File: config.mk
export PLATFORM = sky130hd
export DESIGN_NAME = score_overlay
export DESIGN_NICKNAME = d
export VERILOG_FILES = /design/src/rtl/score_overlay.sv
export SDC_FILE = /design/constraint.sdc
export NUM_CORES = 1
export LEC_CHECK = 0
export CAP_MARGIN = 20
export CORE_ASPECT_RATIO = 0.8
export CORE_MARGIN = 3
export CORE_UTILIZATION = 50
export DETAILED_ROUTE_END_ITERATION = 12
export PLACE_DENSITY_LB_ADDON = 0.12
export RECOVER_POWER = 25
export SYNTH_ARGS = -nofsm -noshare
export SYNTH_HDL_FRONTEND = slang
export SYNTH_SLANG_ARGS = --single-unit
File: constraint.sdc
create_clock -name Clk -period 2.82 [get_ports Clk]
set_input_delay 0.423 -clock Clk [delete_from_list [all_inputs] [get_ports Clk]]
set_output_delay 0.423 -clock Clk [all_outputs]
set_load 0.02 [all_outputs]
File: src/rtl/score_overlay.sv
// Score text overlay: per-frame binary-to-BCD conversion of N_FIELDS scores and a
// 2-stage pixel pipeline that drives a synchronous glyph ROM and emits text_on/text_field.
module score_overlay #(
   parameter int N_FIELDS = 4,
   parameter int SCORE_W  = 11,
   parameter int DIGITS   = 3,
   parameter int ORIGIN_X = 0,
   parameter int ORIGIN_Y = 0,
   parameter int SCALE    = 1
) (
   input  logic                                         Clk,
   input  logic                                         Reset_n,
   input  logic                                         frame_start,
   input  logic [N_FIELDS*SCORE_W-1:0]                  scores,
   input  logic                                         blank_lz,
   input  logic [9:0]                                   DrawX,
   input  logic [9:0]                                   DrawY,
   output logic [9:0]                                   rom_addr,
   input  logic [7:0]                                   rom_data,
   output logic                                         text_on,
   output logic [((N_FIELDS > 1) ? $clog2(N_FIELDS) : 1)-1:0] text_field,
   output logic                                         conv_busy
);

   localparam int FW    = (N_FIELDS > 1) ? $clog2(N_FIELDS) : 1;
   localparam int BCD_W = 4 * DIGITS;
   localparam int CW    = $clog2(SCORE_W + 1);
   localparam int SH    = (SCALE == 4) ? 2 : ((SCALE == 2) ? 1 : 0);

   function automatic int pow10(input int n);
      int r;
      r = 1;
      for (int i = 0; i < n; i++) r = r * 10;
      return r;
   endfunction

   localparam logic [31:0] MAXV = 32'(pow10(DIGITS) - 1);

   typedef enum logic [1:0] {IDLE, LOAD, SHIFT, STORE} state_t;

   state_t             state_q, state_d;
   logic [SCORE_W-1:0] snap_q  [N_FIELDS];
   logic [BCD_W-1:0]   digit_q [N_FIELDS];
   logic [FW-1:0]      idx_q;
   logic [SCORE_W-1:0] bin_q;
   logic [BCD_W-1:0]   bcd_q;
   logic [CW-1:0]      cnt_q;
   logic [BCD_W-1:0]   bcd_adj;
   logic [SCORE_W-1:0] snap_sel;
   logic               sat;

   always_ff @(posedge Clk or negedge Reset_n) begin
      if (!Reset_n) state_q <= IDLE;
      else          state_q <= state_d;
   end

   always_comb begin
      state_d = state_q;
      case (state_q)
         IDLE:    if (frame_start) state_d = LOAD;
         LOAD:    state_d = SHIFT;
         SHIFT:   if (cnt_q == CW'(SCORE_W - 1)) state_d = STORE;
         STORE:   state_d = (idx_q == FW'(N_FIELDS - 1)) ? IDLE : LOAD;
         default: state_d = IDLE;
      endcase
   end

   assign conv_busy = (state_q != IDLE);

   // Double-dabble correction; digits beyond DIGITS only matter when saturating.
   always_comb begin
      bcd_adj = bcd_q;
      for (int i = 0; i < DIGITS; i++) begin
         if (bcd_q[4*i +: 4] >= 4'd5) bcd_adj[4*i +: 4] = bcd_q[4*i +: 4] + 4'd3;
      end
      snap_sel = '0;
      for (int k = 0; k < N_FIELDS; k++) begin
         if (idx_q == FW'(k)) snap_sel = snap_q[k];
      end
      sat = (32'(snap_sel) > MAXV);
   end

   always_ff @(posedge Clk or negedge Reset_n) begin
      if (!Reset_n) begin
         for (int k = 0; k < N_FIELDS; k++) begin
            snap_q[k]  <= '0;
            digit_q[k] <= '0;
         end
         idx_q <= '0;
         bin_q <= '0;
         bcd_q <= '0;
         cnt_q <= '0;
      end else begin
         case (state_q)
            IDLE: begin
               if (frame_start) begin
                  for (int k = 0; k < N_FIELDS; k++) snap_q[k] <= scores[k*SCORE_W +: SCORE_W];
                  idx_q <= '0;
               end
            end
            LOAD: begin
               bin_q <= snap_sel;
               bcd_q <= '0;
               cnt_q <= '0;
            end
            SHIFT: begin
               bcd_q <= {bcd_adj[BCD_W-2:0], bin_q[SCORE_W-1]};
               bin_q <= {bin_q[SCORE_W-2:0], 1'b0};
               cnt_q <= cnt_q + 1'b1;
            end
            STORE: begin
               for (int k = 0; k < N_FIELDS; k++) begin
                  if (idx_q == FW'(k)) digit_q[k] <= sat ? {DIGITS{4'h9}} : bcd_q;
               end
               if (idx_q != FW'(N_FIELDS - 1)) idx_q <= idx_q + 1'b1;
            end
            default: ;
         endcase
      end
   end

   int               xi, yi, u, v, p, fi;
   logic             hit_d;
   logic [BCD_W-1:0] dsel;
   logic [3:0]       dig;
   logic             lz;
   logic [5:0]       code;
   logic [9:0]       addr_d;
   logic [2:0]       col_d;
   logic [FW-1:0]    fld_d;

   // Stage 0: locate the pixel in the text block and pick the glyph for that cell.
   always_comb begin
      xi    = int'(DrawX);
      yi    = int'(DrawY);
      hit_d = (xi >= ORIGIN_X) && (xi < ORIGIN_X + DIGITS*8*SCALE) &&
              (yi >= ORIGIN_Y) && (yi < ORIGIN_Y + N_FIELDS*16*SCALE);
      u     = (xi - ORIGIN_X) >>> SH;
      v     = (yi - ORIGIN_Y) >>> SH;
      p     = u >>> 3;
      fi    = v >>> 4;
      dsel  = '0;
      for (int k = 0; k < N_FIELDS; k++) begin
         if (k == fi) dsel = digit_q[k];
      end
      dig = '0;
      lz  = 1'b1;
      for (int k = 0; k < DIGITS; k++) begin
         if (k == p) dig = dsel[4*(DIGITS-1-k) +: 4];
         if ((k <= p) && (dsel[4*(DIGITS-1-k) +: 4] != 4'd0)) lz = 1'b0;
      end
      code   = (blank_lz && lz && (p != DIGITS - 1)) ? 6'd0 : 6'h1b + {2'b00, dig};
      addr_d = hit_d ? {code, v[3:0]} : 10'd0;
      col_d  = hit_d ? u[2:0] : 3'd0;
      fld_d  = hit_d ? FW'(fi) : '0;
   end

   logic          hit_q, hit2_q;
   logic [2:0]    col_q, col2_q;
   logic [FW-1:0] fld_q, fld2_q;
   logic [9:0]    rom_addr_q;
   logic          text_on_q;
   logic [FW-1:0] text_field_q;

   always_ff @(posedge Clk or negedge Reset_n) begin
      if (!Reset_n) begin
         rom_addr_q   <= '0;
         hit_q        <= 1'b0;
         col_q        <= '0;
         fld_q        <= '0;
         hit2_q       <= 1'b0;
         col2_q       <= '0;
         fld2_q       <= '0;
         text_on_q    <= 1'b0;
         text_field_q <= '0;
      end else begin
         rom_addr_q   <= addr_d;
         hit_q        <= hit_d;
         col_q        <= col_d;
         fld_q        <= fld_d;
         hit2_q       <= hit_q;
         col2_q       <= col_q;
         fld2_q       <= fld_q;
         text_on_q    <= hit2_q & rom_data[3'd7 - col2_q];
         text_field_q <= hit2_q ? fld2_q : '0;
      end
   end

   assign rom_addr   = rom_addr_q;
   assign text_on    = text_on_q;
   assign text_field = text_field_q;

endmodule
---- Word level (Yosys, flattened, before mapping) ----
Index checks and enable logic that the tools add are counted.
cells by class
  $add $sub $neg .......................... 7
  $mul .................................... 0
  div/mod/pow operators ................... 0
  $lt $le $gt $ge ......................... 10
  eq/ne operators ......................... 17
  shift-type cells ........................ 0
  multiplexer cells ....................... 35
  bitwise operators ....................... 1
  reduce and logical (&&, ||, !) cells .... 23
operator list
  operator                number
  $logic_not A32 Y1       2
  $mux W12                5
  $mux W11                4
  $pmux W12 S2            1
  $pmux W11 S2            1
  $mux W4                 5
  $le A1 B7 Y1 const A    2
  $eq A3 B6 Y1 const A    2
  $ge A4 B3 Y1 const B    3
  $mux W2                 6
  $reduce_and A2 Y1       6
  $reduce_bool A4 Y1      3
  $gt A11 B10 Y1 const B  1
  $lt A10 B5 Y1 const B   1
  $lt A10 B7 Y1 const B   1
  $mux W10                1
  $add A4 B2 Y4 const B   2
  $eq A2 B2 Y1 const B    4
  $ne A2 B2 Y1 const B    4
  $pmux W2 S4             1
  $pmux W4 S2             1
  $eq A2 B7 Y1 const A    1
  $eq A3 B7 Y1 const A    1
  $le A2 B7 Y1 const A    1
  20 further kinds        34
storage, ports and cells
  flip-flop bits (word level) ............. 148
  bits in latches ......................... 0
  bits in writable memories ............... 0
  bits in read-only memories .............. 0
  input port bits ......................... 76
  output and inout bits ................... 14
  logic and storage cells ................. 115
  memories kept ........................... 0

---- Logic depth before layout (Yosys ltp) ----
  depth after elaboration ................. 14
  depth in mapped cells ................... 10
  depth with buffers taken out ............ 8

---- Least setup slack after synthesis ----
OpenSTA, ideal clock, no wires.
  kind .................................... reg-to-reg
  start point ............................. register idx_q[0]
  end point ............................... register digit_q[15] (netlist name)
  setup time .............................. 0.128 ns
  arrival time ............................ 1.979 ns
  required time ........................... 2.692 ns
  setup slack ............................. 0.713 ns
  stages on the path, launching flop included .. 10
  path buffers ............................ 1
  clock period less this slack ............ 2.107 ns
  cell sequence ........................... dfrtp_1 inv_1 ha_1 buf_2 and3b_1 o31ai_4 o211ai_2 a211o_1 a21oi_2 a21oi_1
on the way
  cells in the longest elaborated chain, start to end .. 7
  elaborated cells on any way between the ends .. 11
  those cells by class .................... order compare: 1; eq/ne: 3; mux: 5; reduce/logical: 2
ends and longest elaborated chain
  item                             line  source
  from (decl)                      44    logic [FW-1:0] idx_q;
  from (signal assigned)           115   if (idx_q != FW'(N_FIELDS - 1)) idx_q <= idx_q + 1'b1;
  $logic_not A2 Y1                 78    if (idx_q == FW'(k)) snap_sel = snap_q[k];
  $mux W11 (4 in a row)            78
  $gt A11 B10 Y1                   80    sat = (32'(snap_sel) > MAXV);
  $mux W12                         113   if (idx_q == FW'(k)) digit_q[k] <= sat ? {DIGITS{4'h9}} : bcd_q;
  to (signal, indexed assignment)  113
  to (decl)                        43    logic [BCD_W-1:0] digit_q [N_FIELDS];
Parallel ways exist; a longest one is shown, timed or not.
A chain may end at the register's enable or synchronous reset.

---- Worst setup path after layout ----
  start point ............................. register idx_q[1]
  end point ............................... register digit_q[47] (netlist name)
on the way
  cells in the longest elaborated chain, start to end .. 7
  elaborated cells on any way between the ends .. 11
  those cells by class .................... order compare: 1; eq/ne: 3; mux: 5; reduce/logical: 2
ends and longest elaborated chain
  item                   line
  $logic_not A2 Y1       78, 113
  $mux W11 (4 in a row)  78
  $gt A11 B10 Y1         80
  $mux W12               113
Parallel ways exist; a longest one is shown, timed or not.

==> out/results.tsv <==
metric	value	unit
status	finished, violations left	
failing checks	max-capacitance violations, max-slew violations	
Switching Share	0.341	
post-route antenna net violation count	0	
area delta synth->final	24.6	%
worst r2r src	idx_q[1]$_DFFE_PN0P_	
via count	5056	
H-tree Lvls	4	
Synth Area per Inst	11.4	um2
Layout Nets	795	
Detailed Place HPWL	11500	um
final core occ	0.654	
Site Rows	37	
crit path launch	idx_q[1]$_DFFE_PN0P_	
first-pass GRT wire length	26400	um
CTS clk-pin slew, worst paths	0.06	ns
Fillers	985	
Synth async-reset ratio	1.00	
grt total ovfl	0	
setup TNS	0	ns
clock sink count	148	
Max IR drop VDD	0.579	mV
CP max FO	13	
vias in the first global route	4990	
drt wl/cell	18.2	um
Final Hold Viols	0	
Setup Skew	0.00995	ns
RePlAce Congestion	0.843	
clk_lat worst skew	0.42	ns
setup ws final	0.171	ns
Startpoint Class	flop	
flop-to-flop setup slack	0.17	ns
1st-pass router iterations	5	
HP Class	reg2reg	
Post-synth EDFFs	0	
Pleak	3.78	nW
RR Endpoint	digit_q[47]$_DFFE_PN0P_	
max_slew headroom	-0.228	
initial antenna violation count	0	
final setup vio count	0	
required time worst endpoint	3.10	ns
Max Fclk	377	MHz
sequential element share of the synthesized area	0.533	
die footprint	15400	um2
synthesized instance count	608	
starting density of the core	0.525	
multi-input logic area	3030	um2
# port buffers	89	
core area	13200	um2
TritonCTS clock tree	yes	
part of the power in the clock network	0.269	
# DRC	0	
1st-iter DRT viols	380	
Synth Net Count	701	
#FFs+latches synth	148	
Critical Path End	digit_q[47]$_DFFE_PN0P_	
mapped cell area	6950	um2
max-slew violations	75	
Num CTS Buffers	17	
Max-Cap Viols	1	
Final Critical Period	2.65	ns
number of diodes	0	
period utilisation layout	0.939	
Die Y	111	um
CTS max path bufs	2	
CP Capture Type	flop	
RSZ-0062 raised after global routing	false	
Root Driver	clkbuf_16	
Place WS	0.162	ns
largest net degree at the start of global routing	76	
cell area power density	990	nW/um2
drt total wl	16200	um
Top Ports	90	
top_reg_cell synth	dfrtp_1	
Overall Global Routing Usage	0.220	
Register Area	3700	um2
postcts setup bufs	0	
Vias/cell	5.69	
Crit Path Category	reg2reg	
Int Pwr	0.00565	W
post-CTS resize count	0	
Synth cell types	51	
Die Wd	138	um
Worst Reg-to-Reg Cells	8	
P_sw	0.00292	W
Post-CTS Hold Fix Bufs	0	
worst slew pin tran	1.84	ns
Ys Warns	0	
fraction of layout cells with a size suffix above 1	0.175	
worst hold path cell count	0	
combinational group share of total power	0.357	
Seq pwr share	0.373	
Crit path arrival time	2.93	ns
[logic make-up after synthesis]
logic type	Yosys count	synth area share
AO/OA/AOI/OAI	142	0.129
multiplexers	79	0.153
flip-flops	148	0.533
buffers and inverters	49	0.0318
XOR/XNOR	6	0.00756
adder cells (fa/ha/maj)	17	0.0306
AND/OR/NAND/NOR	167	0.116
[state kept, by name (all words and copies together), names as in the netlist]
signal	cells
cnt_q	4
snap_q	44
text_on	1
bcd_q	12
fld2_q	2
hit_q	1
rom_addr	10
text_field	2
digit_q	48
fld_q	2
bin_q	11
col2_q	3
hit2_q	1
state_q	2
col_q	3
idx_q	2
[worst max-delay path: stages, from the launching register on]
cell and delay [ns]:
dfrtp_1 0.43, inv_1 0.10, ha_1 0.41, and2b_1 0.29, a22oi_1 0.22, o21ai_1 0.20, a211o_1 0.40, a21oi_2 0.31
a21oi_1 0.16
[stage by stage]
| stage | cells | cell area (um2) | hold slack [ns] | power [W] |
|---|---|---|---|---|
| 2_1_floorplan | 608 | 6950 | 0.127 | 0.00536 |
| 3_3_place_gp | 858 | 8060 | 0.333 | 0.00614 |
| 3_5_place_dp | 858 | 8060 | 0.336 | 0.00625 |
| 4_1_cts | 889 | 8670 | 0.0480 | 0.00860 |
| 5_1_grt | 889 | 8660 | 0.353 | 0.00909 |
| 6_report | 889 | 8660 | 0.347 | 0.00858 |
[cells in the mapped netlist (all sizes together) (2+ instances only)]
master	count	area, um2
clkinv	3	11.3
nor3	7	35.0
o22ai	6	37.5
nand2b	6	37.5
nand2	68	255
mux2	55	619
clkbuf	18	67.6
ha	17	213
xnor2	4	35.0
dfrtp	148	3700
inv	19	71.3
nor2b	13	81.3
mux2i	10	100
buf	9	71.3
nor2	34	128
nor4	3	18.8
a21oi	48	259
a221oi	4	52.6
nand4	2	18.8
a22oi	7	57.6
nand3b	7	65.1
o32ai	2	17.5
o21ai	65	348
and2	16	100
xor2	2	17.5
a22o	2	26.3
o22a	4	35.0
mux4	14	342
and3	3	18.8
nand3	5	25.0
[routing by layer]
| layer | part of all wire | global-route usage |
|---|---|---|
| met5 | 0 | 0 |
| met4 | 0.0090 | 0.0566 |
| met3 | 0.073 | 0.0501 |
| met2 | 0.45 | 0.319 |
| met1 | 0.47 | 0.336 |
[worst min path at each step]
stage	end	slack [ns]	start
after floorplan	bcd_q[0]$_DFFE_PN0P_	0.13	Reset_n
after global placement	col2_q[1]$_DFF_PN0_	0.33	col_q[1]$_DFF_PN0_
after detailed placement	hit2_q$_DFF_PN0_	0.34	hit_q$_DFF_PN0_
after CTS	snap_q[17]$_DFFE_PN0P_	0.05	Reset_n
after global routing	hit2_q$_DFF_PN0_	0.35	hit_q$_DFF_PN0_
final	hit2_q$_DFF_PN0_	0.35	hit_q$_DFF_PN0_
[final cells by class]
type,count,share of cell area
Sequential cell,148,0.427
Multi-Input combinational cell,411,0.350
Timing Repair Buffer,102,0.118
Clock buffer,20,0.0527
Tap cell,175,0.0253
Clock inverter,11,0.0172
Inverter,22,0.00953
[cells in the final DEF (no fill, tap or decap), types with 4 or more instances in the layout]
cell,n
a21oi_2,5
nand3b_1,6
mux4_2,7
nor2b_1,13
inv_1,18
nor2_1,34
clkdlybuf4s50_1,88
a22oi_1,6
mux4_1,7
nand3_1,5
mux2_2,55
clkbuf_16,17
o21ai_0,58
buf_4,10
ha_1,17
xnor2_1,4
o22ai_1,6
nand2b_1,6
dfrtp_1,148
a21oi_1,43
o22a_1,4
nand2_1,67
and2_1,16
mux2i_1,10
nor3_1,7
[power by group through the flow]
| stage | sequential, W | combinational (W) | clock (W) |
|---|---|---|---|
| after floorplan | 0.00305 | 0.00231 | 0 |
| after CTS | 0.00319 | 0.00307 | 0.00234 |
| after global placement | 0.00320 | 0.00294 | 0 |
| after detailed placement | 0.00321 | 0.00304 | 0 |
| final | 0.00320 | 0.00307 | 0.00231 |
| after global routing | 0.00327 | 0.00339 | 0.00244 |
Power figures use the tool's default switching activity.
